[src/rtl/riscv_mem_arbiter_pkg.sv]
// Shared types for the instruction/data memory arbiter.
// State encodings, grant vectors and default widths.
package riscv_mem_arbiter_pkg;

  localparam int RISCV_ADDR_WIDTH = 32;
  localparam int RISCV_WORD_WIDTH = 32;

  typedef enum logic [1:0] {
    ARB_IDLE  = 2'd0,
    ARB_GNT_I = 2'd1,
    ARB_GNT_D = 2'd2
  } arb_state_e;

  typedef enum logic {
    LAST_I = 1'b0,
    LAST_D = 1'b1
  } last_gnt_e;

  localparam logic [1:0] WIN_NONE = 2'b00;
  localparam logic [1:0] WIN_I    = 2'b01;
  localparam logic [1:0] WIN_D    = 2'b10;

  function automatic logic [1:0] gnt_of(
    input arb_state_e s
  );
    logic [1:0] g;
    g = WIN_NONE;
    unique case (s)
      ARB_GNT_I: g = WIN_I;
      ARB_GNT_D: g = WIN_D;
      default:   g = WIN_NONE;
    endcase
    return g;
  endfunction

endpackage

[src/rtl/riscv_mem_arbiter_pick.sv]
// Combinational winner select for the memory arbiter.
// Fixed dmem priority with starvation override, or round-robin.
module mem_arb_pick
  import riscv_mem_arbiter_pkg::*;
#(
  parameter int RR_MODE = 0
) (
  input  logic       imem_valid_i,
  input  logic       dmem_valid_i,
  input  last_gnt_e  last_gnt_i,
  input  logic       starve_i,
  output logic [1:0] win_o
);

  logic both;
  logic only_i;
  logic only_d;

  assign both   = imem_valid_i & dmem_valid_i;
  assign only_i = imem_valid_i & ~dmem_valid_i;
  assign only_d = dmem_valid_i & ~imem_valid_i;

  // One-hot winner; the two mode branches are exclusive by construction
  always_comb begin
    win_o = WIN_NONE;
    if (RR_MODE != 0) begin
      unique case (1'b1)
        both:    win_o = (last_gnt_i == LAST_D) ? WIN_I : WIN_D;
        only_i:  win_o = WIN_I;
        only_d:  win_o = WIN_D;
        default: win_o = WIN_NONE;
      endcase
    end else begin
      unique case (1'b1)
        dmem_valid_i && !(imem_valid_i && starve_i):
          win_o = WIN_D;
        imem_valid_i && (!dmem_valid_i || starve_i):
          win_o = WIN_I;
        default:
          win_o = WIN_NONE;
      endcase
    end
  end

endmodule

[src/rtl/riscv_mem_arbiter.sv]
// Shares one valid/ready memory port between imem and dmem.
// Grant is held until the downstream ready pulse or an abort.
module riscv_mem_arbiter
  import riscv_mem_arbiter_pkg::*;
#(
  parameter int ADDR_WIDTH = RISCV_ADDR_WIDTH,
  parameter int DATA_WIDTH = RISCV_WORD_WIDTH,
  parameter int RR_MODE    = 0,
  parameter int MAX_CONSEC = 4
) (
  input  logic                  clk,
  input  logic                  rst_n,
  input  logic                  imem_valid_i,
  output logic                  imem_ready_o,
  input  logic [ADDR_WIDTH-1:0] imem_addr_i,
  input  logic [DATA_WIDTH-1:0] imem_wdata_i,
  input  logic [3:0]            imem_we_i,
  output logic [DATA_WIDTH-1:0] imem_rdata_o,
  input  logic                  dmem_valid_i,
  output logic                  dmem_ready_o,
  input  logic [ADDR_WIDTH-1:0] dmem_addr_i,
  input  logic [DATA_WIDTH-1:0] dmem_wdata_i,
  input  logic [3:0]            dmem_we_i,
  output logic [DATA_WIDTH-1:0] dmem_rdata_o,
  output logic                  mem_valid_o,
  input  logic                  mem_ready_i,
  output logic [ADDR_WIDTH-1:0] mem_addr_o,
  output logic [DATA_WIDTH-1:0] mem_wdata_o,
  output logic [3:0]            mem_we_o,
  input  logic [DATA_WIDTH-1:0] mem_rdata_i,
  output logic [1:0]            grant_o
);

  localparam logic [3:0] MAX_C = MAX_CONSEC[3:0];

  arb_state_e state_q;
  arb_state_e state_d;
  logic [3:0] consec_q;
  logic [3:0] consec_d;
  last_gnt_e  last_q;
  last_gnt_e  last_d;
  logic [1:0] win;
  logic       starve;
  logic [3:0] consec_inc;

  assign starve     = (consec_q == MAX_C);
  assign consec_inc = starve ? consec_q : 4'(consec_q + 4'd1);

  mem_arb_pick #(
    .RR_MODE (RR_MODE)
  ) u_pick (
    .imem_valid_i (imem_valid_i),
    .dmem_valid_i (dmem_valid_i),
    .last_gnt_i   (last_q),
    .starve_i     (starve),
    .win_o        (win)
  );

  assign imem_rdata_o = mem_rdata_i;
  assign dmem_rdata_o = mem_rdata_i;
  assign grant_o      = gnt_of(state_q);

  // State, starvation counter and last-grant history
  always_ff @(posedge clk or negedge rst_n) begin
    if (!rst_n) begin
      state_q  <= ARB_IDLE;
      consec_q <= 4'd0;
      last_q   <= LAST_D;
    end else begin
      state_q  <= state_d;
      consec_q <= consec_d;
      last_q   <= last_d;
    end
  end

  // Arbitration in IDLE, request mux and completion while granted
  always_comb begin
    state_d      = state_q;
    consec_d     = consec_q;
    last_d       = last_q;
    mem_valid_o  = 1'b0;
    mem_addr_o   = '0;
    mem_wdata_o  = '0;
    mem_we_o     = 4'd0;
    imem_ready_o = 1'b0;
    dmem_ready_o = 1'b0;
    unique case (state_q)
      ARB_IDLE: begin
        unique case (1'b1)
          win[0]: begin
            state_d  = ARB_GNT_I;
            last_d   = LAST_I;
            consec_d = 4'd0;
          end
          win[1]: begin
            state_d  = ARB_GNT_D;
            last_d   = LAST_D;
            consec_d = imem_valid_i ? consec_inc : 4'd0;
          end
          default: state_d = ARB_IDLE;
        endcase
      end
      ARB_GNT_I: begin
        mem_valid_o  = imem_valid_i;
        mem_addr_o   = imem_addr_i;
        mem_wdata_o  = imem_wdata_i;
        mem_we_o     = imem_we_i;
        imem_ready_o = mem_ready_i;
        if (mem_ready_i || !imem_valid_i) begin
          state_d = ARB_IDLE;
        end
      end
      ARB_GNT_D: begin
        mem_valid_o  = dmem_valid_i;
        mem_addr_o   = dmem_addr_i;
        mem_wdata_o  = dmem_wdata_i;
        mem_we_o     = dmem_we_i;
        dmem_ready_o = mem_ready_i;
        if (mem_ready_i || !dmem_valid_i) begin
          state_d = ARB_IDLE;
        end
      end
      default: state_d = ARB_IDLE;
    endcase
  end

endmodule
[config.mk]
export PLATFORM = sky130hd
export DESIGN_NAME = riscv_mem_arbiter
export DESIGN_NICKNAME = d
export VERILOG_FILES = /design/src/rtl/riscv_mem_arbiter_pkg.sv /design/src/rtl/riscv_mem_arbiter_pick.sv /design/src/rtl/riscv_mem_arbiter.sv
export SDC_FILE = /design/constraint.sdc
export NUM_CORES = 1
export LEC_CHECK = 0
export ABC_AREA = 1
export ABC_CLOCK_PERIOD_IN_PS = 2200
export BUFFER_PORTS_ARGS = -buffer_cell sky130_fd_sc_hd__buf_2
export CORE_AREA = 5 5 116 118
export DETAILED_ROUTE_END_ITERATION = 16
export DIE_AREA = 0 0 121 123
export PLACE_DENSITY = 0.53
export SLEW_MARGIN = 20
export SYNTH_ARGS = -nofsm -noshare
export SYNTH_HDL_FRONTEND = slang
export SYNTH_SLANG_ARGS = --single-unit
[constraint.sdc]
create_clock -name clk -period 2.2 [get_ports clk]
set_clock_uncertainty 0.2 [all_clocks]
set_input_delay 0.44 -clock clk [delete_from_list [all_inputs] [get_ports clk]]
set_output_delay 0.44 -clock clk [all_outputs]
set_load 0.02 [all_outputs]
==> out/qor.yml <==
h-tree-depth: 1
max_stage_delay_ns: 0.37
cp_max_fo: 22
required_ns: 1.56
root_buffer: "clkbuf_16"
core_area_um2: 12400
clk_path_buf_depth: 2
p_leak_nw: 1.61
drive_gt1_share_pct: 56.7
combPwrFrac_pct: 87.1
final_max_slew_viol_count: 0
p_sw_mw: 1.99
globalRoute.totalOverflow: 0
place_hpwl_um: 7170
drt_wl_total_um: 9530
synth.top_cell.area_share_pct: 31.5
fin_crit_ns: 2.19
ys_ff_latch: 6
status: "finished clean"
peakVddDrop_v: 0.000538
fillCellCount: 1398
yosysMostFrequentCell: "nand2_1"
yosys_warnings: 0
critPathCaptureType: "output port"
crit_type: "flip-flop to output port"
fin_ws_ns: 0.00598
syn_nets: 539
grt_max_degree: 29
rsz0062_at_grt: "true"
syn_inst: 359
syn_area_per_cell_um2: 5.38
dp_slack_ns: 0.120
io_buffers: 213
clkSinkCount: 6
io_pins: 310
crit_slowest_cell: "dfrtp_1"
synth_commonest_cells: "162 x nand2_1, 70 x a21oi_1, 66 x buf_4, 14 x inv_1, 12 x buf_2"
setup_viol: 0
yosys.area.top_type: "nand2_1"
hold_path_class: "flip-flop to flip-flop"
finalCritPeriodShare_pct: 99.7
drt_iter0_markers: 153
antenna_cells: 0
ys.flop_type: "dfrtp_1"
yosys.cell_types.count: 15
timing.fmax_ghz: 0.456
start_util_pct: 15.6
final_core_util_pct: 27.2
ant_nets: 0
routedWlPerCell_um: 14.2
die_area_um2: 14900
slew_headroom_pct: 88.1
async_flop_share_pct: 100
die_w_um: 121
cts_buffers: 3
nNetsFinal: 683
mappedNetlistArea_um2: 1930
p_int_mw: 1.67
swShare_pct: 54.3
vias: 2682
clock_latency_ns: 0.23
grt_pass1_vias: 2522
syn_to_final_growth_pct: 74.0
grt_pass1_wl_um: 12800
chipHeight_um: 123
synthTopCellsByArea: "nand2_1 31%, buf_4 26%, a21oi_1 18%"
rows: 41
synth-edff-count: 0
p_seq_share_pct: 5.0
antenna_found_initial: 0
power.share.clock_pct: 7.9
critPathLaunchType: "flip-flop"
via_per_inst: 3.99
drt_first_pass_iters: 4
power.density_nw_per_um2: 1090
final-hold-violation-count: 0
gp_congestion: 0.750
path_cells: "inv_2, ha_4, buf_12, nand2_1, a21oi_2, buf_6"
arrival_ns: 1.55
yosysSeqAreaShare_pct: 7.77
track_usage_pct: 10.6
cts_tree: "built"
drcViolationCount: 0
tightestPinTransition_ns: 0.178
max-cap-violations: 0
cts.clk_slew.worst_paths_ns: 0.03
==> worst max-delay path: cells and delay by family (launching register included) <==
kind | cells | cell delay, ns
buffers and inverters | 3 | 0.44
DFF | 1 | 0.37
adders and majority gates | 1 | 0.22
AOI/OAI and AO/OA | 1 | 0.18
and+or+nand+nor | 1 | 0.11
==> placed cells by master (no fill, tap or decap), types with 2 or more instances in the layout <==
cell | Yosys | final
buf_16 | 0 | 2
buf_4 | 66 | 45
buf_6 | 4 | 21
inv_1 | 14 | 12
ha_1 | 7 | 4
buf_2 | 12 | 150
inv_2 | 1 | 2
dfrtp_1 | 6 | 6
a21oi_1 | 70 | 20
nand2_1 | 162 | 162
buf_12 | 0 | 7
ha_4 | 0 | 3
nor2_1 | 2 | 2
nand3_1 | 7 | 7
clkbuf_16 | 0 | 3
a21oi_2 | 0 | 50
==> logic make-up (layout without fill, tap and decap cells) <==
group | after synthesis | after routing | synth area share, %
AOI/OAI and AO/OA | 72 | 72 | 18.8
adders and majority gates | 7 | 7 | 4.53
buffers and inverters | 102 | 244 | 35.0
DFF | 6 | 6 | 7.77
and+or+nand+nor | 172 | 172 | 34.0
==> sequential cells by signal (all words and copies together) (netlist names) <==
| signal | count |
|---|---|
| consec_q | 4 |
| state_q | 2 |
==> power by group through the flow <==
stage               registers [mW]  logic (mW)  clock network (mW)
floorplan                    0.179        1.71                   0
global placement             0.182        2.46                   0
detailed placement           0.183        2.43                   0
CTS                          0.182        2.72               0.296
global route                 0.188        3.43               0.304
finish                       0.182        3.19               0.290
==> path summary, 6_finish.rpt <==
path | slack [ns] | start | cells after the start | end
worst max-delay path | 0.006 | state_q[1]$_DFFE_PN0P_ | 6 | mem_addr_o[6]
worst min-delay path | 0.32 | consec_q[3]$_DFFE_PN0P_ | 2 | consec_q[3]$_DFFE_PN0P_
worst max register to register | 0.54 | state_q[1]$_DFFE_PN0P_ | 8 | state_q[0]$_DFFE_PN0P_
worst min register to register | 0.32 | consec_q[3]$_DFFE_PN0P_ | 2 | consec_q[3]$_DFFE_PN0P_
max in group asynchronous | 1.30 | rst_n | 2 | consec_q[1]$_DFFE_PN0P_
min in group asynchronous | 0.36 | rst_n | 2 | consec_q[2]$_DFFE_PN0P_
==> area by class of cell <==
type / instances / area [µm²] / area share, %
timing repair buffer: 226 / 1530 / 45.5
multi-input combinational: 251 / 1330 / 39.6
tap: 172 / 215 / 6.40
sequential: 6 / 150 / 4.46
clock buffer: 3 / 75.1 / 2.23
inverter: 15 / 61.3 / 1.82
==> through the flow <==
stage	setup TNS [ns]	power (mW)	cell area [µm²]	std cells	hold WS (ns)
after floorplan	0	1.89	1930	359	-0.0556
after global placement	0	2.64	2740	665	0.0728
after detailed placement	0	2.62	2740	665	0.0718
after CTS	-0.115	3.20	2980	673	0.320
after global routing	-1.37	3.92	3360	673	0.360
final	0	3.66	3360	673	0.321
==> timing repair <==
item                                    CTS  global route
setup buffers                             2             0
endpoints found under the setup margin   69            69
pin swaps                                 1             2
hold endpoints to repair                  6             0
hold buffers                              1             0
resized for setup                        31           115
cloned                                    2             0
==> metal layers <==
layer	part of all wire, %	wire (µm)	GRT usage [%]	vias to the layer above
li1	-	-	-	1345
met5	0	0	0	-
met1	39	3710	12.3	1153
met4	3.4	321	3.97	0
met2	49	4660	18.3	149
met3	8.9	846	3.29	35
(Power assumes the default switching activity.)
